<file path="src/rtl/riscv_pkg.sv">
// rtl/riscv_pkg.sv - shared opcode, state and ALU-control encodings for the multicycle RISC-V core
package riscv_pkg;

  // Base opcodes handled by the multicycle sequencer
  localparam logic [6:0] OP_R      = 7'b0110011;
  localparam logic [6:0] OP_IMM    = 7'b0010011;
  localparam logic [6:0] OP_LOAD   = 7'b0000011;
  localparam logic [6:0] OP_STORE  = 7'b0100011;
  localparam logic [6:0] OP_BRANCH = 7'b1100011;

  // ALU A operand select
  localparam logic [1:0] SRCA_PC    = 2'b00;
  localparam logic [1:0] SRCA_RS1   = 2'b01;
  localparam logic [1:0] SRCA_OLDPC = 2'b10;

  // ALU B operand select
  localparam logic [1:0] SRCB_RS2  = 2'b00;
  localparam logic [1:0] SRCB_FOUR = 2'b01;
  localparam logic [1:0] SRCB_IMM  = 2'b10;

  // ALU operation class handed to the ALU control
  localparam logic [1:0] ALUOP_ADD    = 2'b00;
  localparam logic [1:0] ALUOP_SUB    = 2'b01;
  localparam logic [1:0] ALUOP_RFUNCT = 2'b10;
  localparam logic [1:0] ALUOP_IFUNCT = 2'b11;

  // Sequencer states; 11 states fit in a 4-bit register
  typedef enum logic [3:0] {
    S_FETCH  = 4'd0,
    S_DECODE = 4'd1,
    S_MEMADR = 4'd2,
    S_MEMRD  = 4'd3,
    S_MEMWB  = 4'd4,
    S_MEMWR  = 4'd5,
    S_EXEC_R = 4'd6,
    S_EXEC_I = 4'd7,
    S_ALUWB  = 4'd8,
    S_BRANCH = 4'd9,
    S_TRAP   = 4'd10
  } state_t;

  // Opcodes that go through the shared address-calculation state
  function automatic logic is_mem_op(input logic [6:0] op);
    return (op == OP_LOAD) || (op == OP_STORE);
  endfunction

endpackage

</file>
<file path="src/rtl/perf_counter.sv">
// rtl/perf_counter.sv - enabled wrap-around counter with synchronous active-low reset
module perf_counter #(
  parameter int CNT_W = 32
) (
  input  logic             clk,
  input  logic             rst,
  input  logic             en,
  output logic [CNT_W-1:0] count
);

  localparam logic [CNT_W-1:0] ONE = {{(CNT_W-1){1'b0}}, 1'b1};

  // Count up when enabled; all-ones wraps naturally to zero
  always_ff @(posedge clk) begin
    if (!rst) begin
      count <= '0;
    end else if (en) begin
      count <= count + ONE;
    end
  end

endmodule

</file>
<file path="src/rtl/riscv_multicycle_ctrl.sv">
// rtl/riscv_multicycle_ctrl.sv - multicycle RISC-V control sequencer with shared memory port and perf counters
module riscv_multicycle_ctrl
  import riscv_pkg::*;
#(
  parameter int CNT_W = 32
) (
  input  logic             clk,
  input  logic             rst,
  input  logic [6:0]       opcode,
  input  logic             zero,
  input  logic             mem_ready,
  output logic             pcwrite,
  output logic             pcwritecond,
  output logic             pcsource,
  output logic             iord,
  output logic             memread,
  output logic             memwrite,
  output logic             irwrite,
  output logic             regwrite,
  output logic             memtoreg,
  output logic [1:0]       alusrca,
  output logic [1:0]       alusrcb,
  output logic [1:0]       aluop,
  output logic             illegal,
  output logic [CNT_W-1:0] cycle_cnt,
  output logic [CNT_W-1:0] instret_cnt
);

  state_t state;
  state_t state_next;
  logic   retire;
  logic   cycle_en;

  // The branch decision is made in the datapath from pcwritecond and zero
  logic unused_zero;
  assign unused_zero = zero;

  // State register
  always_ff @(posedge clk) begin
    if (!rst) begin
      state <= S_FETCH;
    end else begin
      state <= state_next;
    end
  end

  // Next-state and control decode; strobes are forced low while reset is held
  always_comb begin
    state_next  = state;
    pcwrite     = 1'b0;
    pcwritecond = 1'b0;
    pcsource    = 1'b0;
    iord        = 1'b0;
    memread     = 1'b0;
    memwrite    = 1'b0;
    irwrite     = 1'b0;
    regwrite    = 1'b0;
    memtoreg    = 1'b0;
    alusrca     = SRCA_PC;
    alusrcb     = SRCB_RS2;
    aluop       = ALUOP_ADD;
    retire      = 1'b0;

    case (state)
      S_FETCH: begin
        memread = 1'b1;
        iord    = 1'b0;
        alusrca = SRCA_PC;
        alusrcb = SRCB_FOUR;
        aluop   = ALUOP_ADD;
        if (mem_ready) begin
          irwrite    = 1'b1;
          pcwrite    = 1'b1;
          pcsource   = 1'b0;
          state_next = S_DECODE;
        end
      end
      S_DECODE: begin
        // oldPC + imm lands in ALUOut as the speculative branch target
        alusrca = SRCA_OLDPC;
        alusrcb = SRCB_IMM;
        aluop   = ALUOP_ADD;
        if (opcode == OP_R) begin
          state_next = S_EXEC_R;
        end else if (opcode == OP_IMM) begin
          state_next = S_EXEC_I;
        end else if (is_mem_op(opcode)) begin
          state_next = S_MEMADR;
        end else if (opcode == OP_BRANCH) begin
          state_next = S_BRANCH;
        end else begin
          state_next = S_TRAP;
        end
      end
      S_MEMADR: begin
        alusrca    = SRCA_RS1;
        alusrcb    = SRCB_IMM;
        aluop      = ALUOP_ADD;
        state_next = (opcode == OP_STORE) ? S_MEMWR : S_MEMRD;
      end
      S_MEMRD: begin
        memread = 1'b1;
        iord    = 1'b1;
        if (mem_ready) begin
          state_next = S_MEMWB;
        end
      end
      S_MEMWB: begin
        regwrite   = 1'b1;
        memtoreg   = 1'b1;
        retire     = 1'b1;
        state_next = S_FETCH;
      end
      S_MEMWR: begin
        memwrite = 1'b1;
        iord     = 1'b1;
        if (mem_ready) begin
          retire     = 1'b1;
          state_next = S_FETCH;
        end
      end
      S_EXEC_R: begin
        alusrca    = SRCA_RS1;
        alusrcb    = SRCB_RS2;
        aluop      = ALUOP_RFUNCT;
        state_next = S_ALUWB;
      end
      S_EXEC_I: begin
        alusrca    = SRCA_RS1;
        alusrcb    = SRCB_IMM;
        aluop      = ALUOP_IFUNCT;
        state_next = S_ALUWB;
      end
      S_ALUWB: begin
        regwrite   = 1'b1;
        memtoreg   = 1'b0;
        retire     = 1'b1;
        state_next = S_FETCH;
      end
      S_BRANCH: begin
        alusrca     = SRCA_RS1;
        alusrcb     = SRCB_RS2;
        aluop       = ALUOP_SUB;
        pcwritecond = 1'b1;
        pcsource    = 1'b1;
        retire      = 1'b1;
        state_next  = S_FETCH;
      end
      S_TRAP: begin
        state_next = S_TRAP;
      end
      default: begin
        state_next = S_TRAP;
      end
    endcase

    // Reset aborts whatever is in flight: no strobes, no retire
    if (!rst) begin
      state_next  = S_FETCH;
      pcwrite     = 1'b0;
      pcwritecond = 1'b0;
      pcsource    = 1'b0;
      iord        = 1'b0;
      memread     = 1'b0;
      memwrite    = 1'b0;
      irwrite     = 1'b0;
      regwrite    = 1'b0;
      memtoreg    = 1'b0;
      alusrca     = SRCA_PC;
      alusrcb     = SRCB_RS2;
      aluop       = ALUOP_ADD;
      retire      = 1'b0;
    end
  end

  // Sticky trap flag, raised together with the entry into TRAP
  always_ff @(posedge clk) begin
    if (!rst) begin
      illegal <= 1'b0;
    end else if (state_next == S_TRAP) begin
      illegal <= 1'b1;
    end
  end

  // The machine is considered halted in TRAP, so cycles stop counting there
  assign cycle_en = (state != S_TRAP);

  perf_counter #(.CNT_W(CNT_W)) u_cycle_cnt (
    .clk   (clk),
    .rst   (rst),
    .en    (cycle_en),
    .count (cycle_cnt)
  );

  perf_counter #(.CNT_W(CNT_W)) u_instret_cnt (
    .clk   (clk),
    .rst   (rst),
    .en    (retire),
    .count (instret_cnt)
  );

endmodule

</file>
<file path="config.mk">
export PLATFORM = sky130hd
export DESIGN_NAME = riscv_multicycle_ctrl
export DESIGN_NICKNAME = d
export VERILOG_FILES = /design/src/rtl/riscv_pkg.sv /design/src/rtl/perf_counter.sv /design/src/rtl/riscv_multicycle_ctrl.sv
export SDC_FILE = /design/constraint.sdc
export NUM_CORES = 1
export LEC_CHECK = 0
export CORE_MARGIN = 2
export CORE_UTILIZATION = 68
export DETAILED_ROUTE_END_ITERATION = 10
export DONT_BUFFER_PORTS = 1
export PLACE_DENSITY = 0.84
export SLEW_MARGIN = 20
export SYNTH_ARGS = -nofsm -noshare
export SYNTH_HDL_FRONTEND = slang
export SYNTH_SLANG_ARGS = --single-unit
</file>
<file path="constraint.sdc">
create_clock -name clk -period 5.88 [get_ports clk]
set_input_delay 0.882 -clock clk [delete_from_list [all_inputs] [get_ports clk]]
set_output_delay 0.882 -clock clk [all_outputs]
set_load 0.01 [all_outputs]
</file>
==> results by group <==
Place
  • GP Congestion: 0.7940
  • PortBufs: 0
  • Area after DPL: 0.003460 mm^2
  • DP HPWL: just over 5000 um

Drt
  • Wire length per cell: 14.95 um
  • Post-detailed-route via-to-cell ratio: just over 6
  • DRC viols: 0
  • Antenna-violating nets left: 0
  • Vias: 2971
  • DRT Pass-1 Iters: 4
  • Final wirelength: approximately 7300 um
  • 1st-iter DRT viols: ~120

Finish
  • # nets final: around 430
  • Antenna diodes: 0
  • Layout cells sized above 1: under 10%
  • Synthesis-to-finish area growth: 4.466%
  • Final instance area: 0.003659 mm^2
  • Final core occ: 72.56%

Synth
  • Main combinational cell family by area after synthesis: simple AND/OR/NAND/NOR gates
  • Sequential share of the synthesized area: 39.44%
  • Synthesized instance count: 432
  • Netlist cell types: 46
  • Asr flop ratio synth: 0%
  • Yosys top cell area share: 39.44%
  • Ys flop type: dfxtp_1
  • Fraction of the mapped netlist area in adder cells: less than 1%
  • Syn Nets: between 400 and 500
  • YS warnings: 0
  • Post-synth top area cell: dfxtp_1
  • EDFF count, synth: 0
  • Seq cells post-synth: 69
  • Synth Cell Area: roughly 0.0035 mm^2
  • Post-synthesis mux area share: 2.572%
  • Post-synthesis simple-gate area fraction: around 34%
  • Post-synthesis compound-gate area fraction: 7.288%
  • XOR/XNOR Fraction of Synth Area: 10.75%
  • Top post-synthesis cells by area: dfxtp_1, xnor2_1, nor2_1
  • Syn avg cell area: ~8.1 um^2

STA
  • Setup violators final: 0
  • Worst-margin pin slew: roughly 700 ps
  • Final period util: between 40% and 50%
  • Fin. Hold Viols: 0
  • Final-report max-slew violation count: 0
  • Fin crit period: about 2800 ps
  • Headroom to the max-slew limit: a little over half
  • Post-Route Setup TNS: 0 ps
  • Fmax: 358.1 MHz
  • RSZ-0062 raised after global routing: false
  • Worst Skew: about 11 ps

CTS
  • Cell chosen for the clock root: clkbuf_8
  • Cts bufs inserted: 9
  • CTS Sinks: slightly below 70
  • Hold-fix buffers, CTS: 0
  • CTS tree: done
  • Clock latency at the later pin of the worst-skew pair: roughly 340 ps
  • Setup repair bufs after CTS: 0
  • CTS max path bufs: 2
  • H-tree depth: 3
  • Post-CTS resize count: 0
  • CTS clock-pin slew for the worst setup and hold paths: 70 ps

Setup path
  • Worst stage delay on the critical path: ~530 ps
  • Setup crit end kind: output port
  • CP Max Fanout: 14
  • Worst path bufs/invs: 0
  • Arr. time, crit path: 1910 ps
  • Startpoint types: flip-flop
  • Critical path cell sequence: nand2b_4, nor4_1, and2_1
  • Setup Crit Path Kind: reg -> out
  • Critical Path RT: approximately 5000 ps
  • Slowest library cell on the worst path: nor4_1
  • CP top delay family: simple AND/OR/NAND/NOR gates

Floorplanning
  • Core Region: roughly 0.0050 mm^2
  • Initial Utilization: a little over two thirds
  • Row cnt: 26
  • Die area: roughly 0.0057 mm^2
  • DIE WIDTH: 75.77 um
  • I/O pin total: 91
  • Die height: about 76 um

GRT
  • Initial antenna violation count: 0
  • Gr usage total: around a quarter
  • Vias in the first global route: 2571
  • Total gr overflow: 0
  • Largest net degree at the start of global routing: slightly below 60
  • Global-route wire length before repair: roughly 11000 um

Power and ir drop
  • Switch share: approximately a quarter
  • Gate power share: around 6.2%
  • Max IR drop VDD: ~0.17 mV
  • Clock network power share: a little over 40%
  • Pwr Total: between 0.9 and 1 mW
  • P_sw: between 0.2 and 0.25 mW
  • Power Density: between 200 and 300 mW/mm^2
  • Leak: around 1.1 nW
  • P_int: around 0.71 mW
  • Seq pwr share: a little over half

Outcome
  • Status: completed

Run
  • Max cap viols: 0

Min path
  • Class of the most critical hold timing path: reg -> reg
## registers in the layout (all words and copies together), names as in the netlist
name                 cells
u_cycle_cnt.count       32
state                    4
illegal                  1
u_instret_cnt.count     32
## worst min-delay path: stages, from the launching register on
cell	delay [ps]
dfxtp_1	360
nand2_1	70
mux2i_1	60
## kinds of logic (layout without fill, tap and decap cells)
| group | count (synthesis) | in the layout |
|---|---|---|
| AND/OR/NAND/NOR | 229 | 229 |
| flip-flops | 69 | 69 |
| AO/OA/AOI/OAI | 43 | 43 |
| XOR/XNOR | 43 | 43 |
| buffers and inverters | 37 | 24 |
| multiplexers | 9 | 9 |
| adder cells (fa/ha/maj) | 2 | 2 |
## final timing paths
kind	from	to	slack (ps)	cells after the start
worst min register to register	u_instret_cnt.count[18]	u_instret_cnt.count[18]	540	2
worst min-delay path	u_instret_cnt.count[18]	u_instret_cnt.count[18]	540	2
worst max register to register	state[2]	u_instret_cnt.count[27]	3230	5
worst max-delay path	state[1]	irwrite	3090	3
## area by class of cell
cell class,count,area (um^2)
Fill cell,417,1384
Tap cell,70,87.58
Clock inverter,4,47.55
Clock buffer,11,151.4
Timing Repair Buffer,1,7.507
Multi-Input combinational cell,326,1953
Sequential cell,69,1381
Inverter,8,30.03
## per-stage QoR
| step | setup WS (ps) | hold WS [ps] | cells |
|---|---|---|---|
| finish | 3087 | 535.2 | 489 |
| global route | 2977 | 565.1 | 489 |
| CTS | 3048 | 542.7 | 489 |
| detailed placement | 3138 | 533.2 | 474 |
| global placement | 3176 | 513.0 | 474 |
| floorplan | 3031 | 495.9 | 432 |
## power by group through the flow
stage	clock network (mW)	logic (mW)	registers, mW
floorplan	0	0.0600	0.490
global placement	0	0.0559	0.497
detailed placement	0	0.0578	0.498
CTS	0.395	0.0580	0.487
global route	0.410	0.0650	0.488
finish	0.386	0.0576	0.487
## cells in the final DEF, fill, tap and decap left out, drive strengths merged, types with 11 or more instances in the layout
master | netlist | final
or3 | 11 | 11
dfxtp | 69 | 69
nor3 | 13 | 13
nand2 | 41 | 41
xnor2 | 32 | 32
xor2 | 11 | 11
nor2 | 59 | 59
nand3 | 21 | 21
nand4 | 12 | 12
clkbuf | 19 | 11
a21oi | 18 | 18
nor4 | 22 | 22
## metal layers
layer | share of wire [%] | vias to the layer above | global-route usage, %
met4 | 1.7 | 0 | 11.11
met1 | 43 | 1386 | 28.82
met5 | 0 | - | 0
met3 | 6.7 | 11 | 7.540
li1 | - | 1483 | -
met2 | 49 | 91 | 43.20
## cell usage after synthesis, drive strengths merged (2+ instances only)
cell type   n
o21ai      10
a21oi      18
and2        7
nor2b       4
nand3b      2
nor3b       4
nand4      12
and4        9
nand2b      7
clkbuf     19
or4b        2
nand2      41
nor4       22
xor2       11
inv         7
o31ai       4
and3        5
or4         7
o22ai       2
nor3       13
xnor2      32
or3        11
buf        10
nor2       59
nand3      21
dfxtp      69
mux2i       9
ha          2
No activity file was read; power rests on OpenSTA's default activity.
